$ cat config.mk
export PLATFORM = sky130hd
export DESIGN_NAME = halt_sequencer
export DESIGN_NICKNAME = d
export VERILOG_FILES = /design/src/rtl/halt_pkg.sv /design/src/rtl/halt_watchdog.sv /design/src/rtl/halt_sequencer.sv
export SDC_FILE = /design/constraint.sdc
export NUM_CORES = 1
export LEC_CHECK = 0
export ABC_AREA = 1
export ABC_CLOCK_PERIOD_IN_PS = 2600
export BUFFER_PORTS_ARGS = -buffer_cell sky130_fd_sc_hd__buf_4
export CELL_PAD_IN_SITES_DETAIL_PLACEMENT = 1
export CELL_PAD_IN_SITES_GLOBAL_PLACEMENT = 1
export CORE_MARGIN = 2
export CORE_UTILIZATION = 39
export CTS_BUF_LIST = sky130_fd_sc_hd__clkbuf_2
export CTS_CLUSTER_SIZE = 20
export DETAILED_ROUTE_END_ITERATION = 12
export HOLD_SLACK_MARGIN = 0.1
export PLACE_DENSITY = 0.85
export SLEW_MARGIN = 20
export SYNTH_ARGS = -nofsm -noshare
export SYNTH_HDL_FRONTEND = slang
export SYNTH_SLANG_ARGS = --single-unit
$ cat constraint.sdc
create_clock -name clock -period 2.6 [get_ports clock]
set_clock_uncertainty 0.05 [all_clocks]
set_input_delay 0.26 -clock clock [delete_from_list [all_inputs] [get_ports clock]]
set_output_delay 0.26 -clock clock [all_outputs]
set_load 0.005 [all_outputs]
$ cat src/rtl/halt_pkg.sv
// Shared types for the simulation-exit path: sequencer states and halt cause encodings.
package halt_pkg;

  localparam int unsigned CAUSE_W = 2;

  typedef enum logic [1:0] {
    ST_RUN    = 2'd0,
    ST_DRAIN  = 2'd1,
    ST_HALTED = 2'd2
  } state_t;

  typedef enum logic [CAUSE_W-1:0] {
    CAUSE_NONE    = 2'd0,
    CAUSE_EBREAK  = 2'd1,
    CAUSE_ILLEGAL = 2'd2,
    CAUSE_HANG    = 2'd3
  } cause_t;

endpackage

$ cat src/rtl/halt_watchdog.sv
// Saturating event counter with clear/enable; terminal pulses while enabled on the count of LIMIT-1.
module halt_watchdog #(
  parameter int unsigned LIMIT = 64
) (
  input  logic clock,
  input  logic reset,
  input  logic clear,
  input  logic enable,
  output logic terminal
);

  localparam int unsigned W = $clog2(LIMIT) + 1;
  localparam logic [W-1:0] TC_VAL = W'(LIMIT - 1);

  logic [W-1:0] count;

  always_ff @(posedge clock) begin
    if (reset || clear) begin
      count <= '0;
    end else if (enable && (count != '1)) begin
      count <= count + W'(1);
    end
  end

  // Clear wins over terminal so a retiring instruction on the last cycle averts the hang.
  assign terminal = enable && !clear && (count == TC_VAL);

endmodule

$ cat src/rtl/halt_sequencer.sv
// Freezes fetch on ebreak/illegal/hang, drains outstanding bus traffic, then latches exit state.
module halt_sequencer
  import halt_pkg::*;
#(
  parameter int unsigned DRAIN_TIMEOUT = 64,
  parameter int unsigned HANG_LIMIT    = 4096,
  parameter int unsigned CNT_W         = 64
) (
  input  logic               clock,
  input  logic               reset,
  input  logic               is_break_out,
  input  logic               is_unknown_instruction,
  input  logic [31:0]        event_pc,
  input  logic [31:0]        a0_value,
  input  logic               commit_valid,
  input  logic               ifu_busy,
  input  logic               lsu_busy,
  output logic               fetch_stall,
  output logic               halted,
  output logic [CAUSE_W-1:0] halt_cause,
  output logic               drain_timeout,
  output logic               good_trap,
  output logic [31:0]        halt_pc,
  output logic [31:0]        halt_code,
  output logic [CNT_W-1:0]   cycle_cnt,
  output logic [CNT_W-1:0]   instret_cnt
);

  state_t state;
  cause_t run_cause;
  logic   in_run;
  logic   not_drain;
  logic   hang_tc;
  logic   drain_tc;

  assign in_run    = (state == ST_RUN);
  assign not_drain = (state != ST_DRAIN);

  halt_watchdog #(.LIMIT(HANG_LIMIT)) u_hang_wd (
    .clock    (clock),
    .reset    (reset),
    .clear    (commit_valid),
    .enable   (in_run),
    .terminal (hang_tc)
  );

  halt_watchdog #(.LIMIT(DRAIN_TIMEOUT)) u_drain_wd (
    .clock    (clock),
    .reset    (reset),
    .clear    (not_drain),
    .enable   (1'b1),
    .terminal (drain_tc)
  );

  always_comb begin
    run_cause = CAUSE_NONE;
    if (is_unknown_instruction) run_cause = CAUSE_ILLEGAL;
    else if (is_break_out)      run_cause = CAUSE_EBREAK;
    else if (hang_tc)           run_cause = CAUSE_HANG;
  end

  always_ff @(posedge clock) begin
    if (reset) begin
      state         <= ST_RUN;
      fetch_stall   <= 1'b0;
      halted        <= 1'b0;
      halt_cause    <= '0;
      drain_timeout <= 1'b0;
      halt_pc       <= '0;
      halt_code     <= '0;
      cycle_cnt     <= '0;
      instret_cnt   <= '0;
    end else begin
      case (state)
        ST_RUN: begin
          // The event cycle's own count update is part of the frozen snapshot.
          cycle_cnt   <= cycle_cnt + CNT_W'(1);
          instret_cnt <= instret_cnt + CNT_W'(commit_valid);
          if (run_cause != CAUSE_NONE) begin
            state       <= ST_DRAIN;
            fetch_stall <= 1'b1;
            halt_cause  <= run_cause;
            halt_pc     <= (run_cause == CAUSE_HANG) ? 32'd0 : event_pc;
            halt_code   <= a0_value;
          end
        end
        ST_DRAIN: begin
          if (!ifu_busy && !lsu_busy) begin
            state  <= ST_HALTED;
            halted <= 1'b1;
          end else if (drain_tc) begin
            state         <= ST_HALTED;
            halted        <= 1'b1;
            drain_timeout <= 1'b1;
          end
        end
        ST_HALTED: begin
          state <= ST_HALTED;
        end
        default: begin
          state <= ST_RUN;
        end
      endcase
    end
  end

  assign good_trap = halted && (halt_cause == CAUSE_EBREAK) && (halt_code == 32'd0);

endmodule

==> results.ini <==
[clocking]
cts.clk_slew.worst_paths_ns = 0.15
cts-htree-levels = 2
cts_buffer_depth = 3
cts_made_buffers = 61
cts_tree = yes
cts_sinks = 219
insertion_delay_ns = 0.92
cts-root-buf = clkbuf_2

[final_layout]
drive_gt1_share_pct = 20.5
final_cell_area_sq_um = 15500
syn2layout_area_growth_pct = 37.5
utilization_pct = 54.2
nets = 2230

[yosys]
synth-seq-cells = 219
postSynthCellCount = 1738
ys_seq_area_share_pct = 38.9
async_flop_share_pct = 0
ys_types = 39
synth_edf_count = 0
yosysWarnings = 0
syn_avg_cell_area_sq_um = 6.48
synthFlopType = dfxtp_1
syn-num-nets = 1817
syn_area_sq_um = 11300

[setup_path]
crit_type = flip-flop to output pin
worstPathRequired_ns = 2.29
crit_path_end_kind = output pin
worstSetupStartpointType = flip-flop
crit_fanout = 3
worstPathArrival_ns = 2.28

[worst_hold_path]
hp-class = input pin to flip-flop

[timing]
period_share_pct = 99.5
finalSetupTns_ns = 0
tightest_slew_ns = 1.01
maxSlewHeadroom_pct = 32.9
min_period_ns = 2.59
hold_slack_ns = 0.153
hold_viol = 0
fmax_ghz = 0.387
slew_violations = 0
finalSetupViolCount = 0

[routing]
post_drt_wl_per_cell_microns = 19.5
drt-vias-per-instance = 5.31
drc_errors = 0
routed-via-count = 13700
drt_iter0_drc = 797
first_pass_iters = 5
ant_nets = 0
drt-total-wl_microns = 50500

[grt]
antenna_found_initial = 2
grt_pass1_vias = 14500
grt_pass1_wl_microns = 79900
grt_max_degree = 77
overflow = 0
grtUsageTotal_pct = 32.7

[die]
core_area_sq_um = 28500
ios = 269
rows = 62
die_x_microns = 174
die_area_sq_um = 30300
dieHeight_microns = 174
start_util_pct = 39.5

[job]
cap_violations = 0

[power_and_ir_drop]
peakVddDrop_v = 0.000486
p_per_area_nw_per_um2 = 641
total_power_uw = 9930
p_leak_uw = 0.00643

[placement]
port_buffers = 268
dp_hpwl_microns = 32700
place_area_sq_um = 13700
place_congestion = 0.877

[run_status]
status = complete, no violations

-- cells in the final DEF (no fill, tap or decap), types with 4 or more instances in the layout --
cell type | synthesis | final
nand3_1 | 118 | 117
inv_2 | 4 | 6
clkbuf_2 | 0 | 92
and2_1 | 5 | 5
ha_1 | 8 | 7
nand3b_1 | 5 | 5
nor4_1 | 13 | 5
dlygate4sd3_1 | 0 | 110
nor3_2 | 3 | 4
nand2_1 | 443 | 443
dfxtp_2 | 0 | 4
buf_4 | 0 | 286
nor2_2 | 9 | 9
o21ai_0 | 51 | 51
nor3b_1 | 6 | 6
nor4_4 | 0 | 7
a21oi_1 | 122 | 122
xnor2_1 | 11 | 11
nor2_1 | 323 | 322
nor3_1 | 46 | 45
clkinv_1 | 0 | 15
dfxtp_1 | 219 | 215
a21oi_2 | 29 | 29
o21a_1 | 9 | 9
xor2_1 | 20 | 20
inv_1 | 189 | 188
a31oi_1 | 4 | 4
nand4_1 | 38 | 38
-- layer usage --
metal / track usage [%] / wire length, microns
met5: 0 / 0
met4: 12.4 / 1730
met3: 6.47 / 3080
met2: 57.4 / 24700
met1: 39.5 / 21000
-- synthesized netlist by cell type (all sizes together), types with 18 or more instances --
cell / number / area, sq um
o21ai: 52 / 260
clkbuf: 30 / 113
inv: 193 / 724
xor2: 20 / 175
nand4: 38 / 238
dfxtp: 219 / 4380
buf: 18 / 111
nor2: 332 / 1270
nand3: 119 / 608
a21oi: 151 / 865
nor3: 50 / 277
nand2: 445 / 1680
-- logic make-up (layout without fill, tap and decap cells) --
| logic type | count (synthesis) | count (layout) | share of synthesized area, % |
|---|---|---|---|
| AO/OA/AOI/OAI | 222 | 222 | 11.2 |
| XOR/XNOR | 31 | 31 | 2.41 |
| adder cells (fa/ha/maj) | 8 | 8 | 0.889 |
| buffers and inverters | 241 | 701 | 8.42 |
| flip-flops | 219 | 219 | 38.9 |
| other | 0 | 2 | 0 |
| AND/OR/NAND/NOR | 1017 | 1017 | 38.1 |
-- where the power goes --
part | total, uW | internal (uW) | switching (uW)
logic | 3170 | 1220 | 1950
clock network | 2600 | 942 | 1660
registers | 4160 | 3740 | 415
total | 9930 | 5910 | 4020
-- worst max-delay path, stage by stage (launching register included) --
cell and delay (ns):
dfxtp_1 0.38, nor4_4 0.38, nand2_1 0.16, nor4_4 0.30, buf_4 0.16
-- registers in the layout (all words and copies together) (netlist names) --
register / cells
fetch_stall: 1
halt_code: 32
halt_cause: 2
state: 2
u_drain_wd.count: 7
u_hang_wd.count: 13
halted: 1
instret_cnt: 64
drain_timeout: 1
cycle_cnt: 64
halt_pc: 32
-- timing repair --
item / 4_1_cts / 5_1_grt
pin swaps: 0 / 4
hold buffers: 110 / 0
endpoints found under the hold margin: 90 / 0
resized for setup: 8 / 15
setup buffers: 0 / 0
endpoints found under the setup margin: 1 / 7
-- cell type report --
type	instances	area, sq um
Antenna cell	2	5.00
Clock buffer	92	460
Clock inverter	18	71.3
Fill cell	3877	13100
Inverter	193	726
Multi-Input combinational cell	1278	6060
Sequential cell	219	4390
Tap cell	384	480
Timing Repair Buffer	398	3290
-- stage by stage --
step	worst slack (ns)	cells
floorplan	0.717	1738
global placement	0.454	2362
global route	-0.0579	2583
detailed placement	0.303	2362
finish	0.0134	2584
CTS	0.0118	2582
-- worst paths after layout --
kind	slack, ns	end	startpoint	cells past startpoint
worst max-delay path	0.01	good_trap	halt_code[8]	4
worst min-delay path	0.15	halt_code[18]	a0_value[18]	4
worst max register to register	0.21	halt_cause[1]	u_hang_wd.count[1]	10
worst min register to register	0.44	drain_timeout	drain_timeout	1
Note: power is estimated with default switching activity, not from simulation.
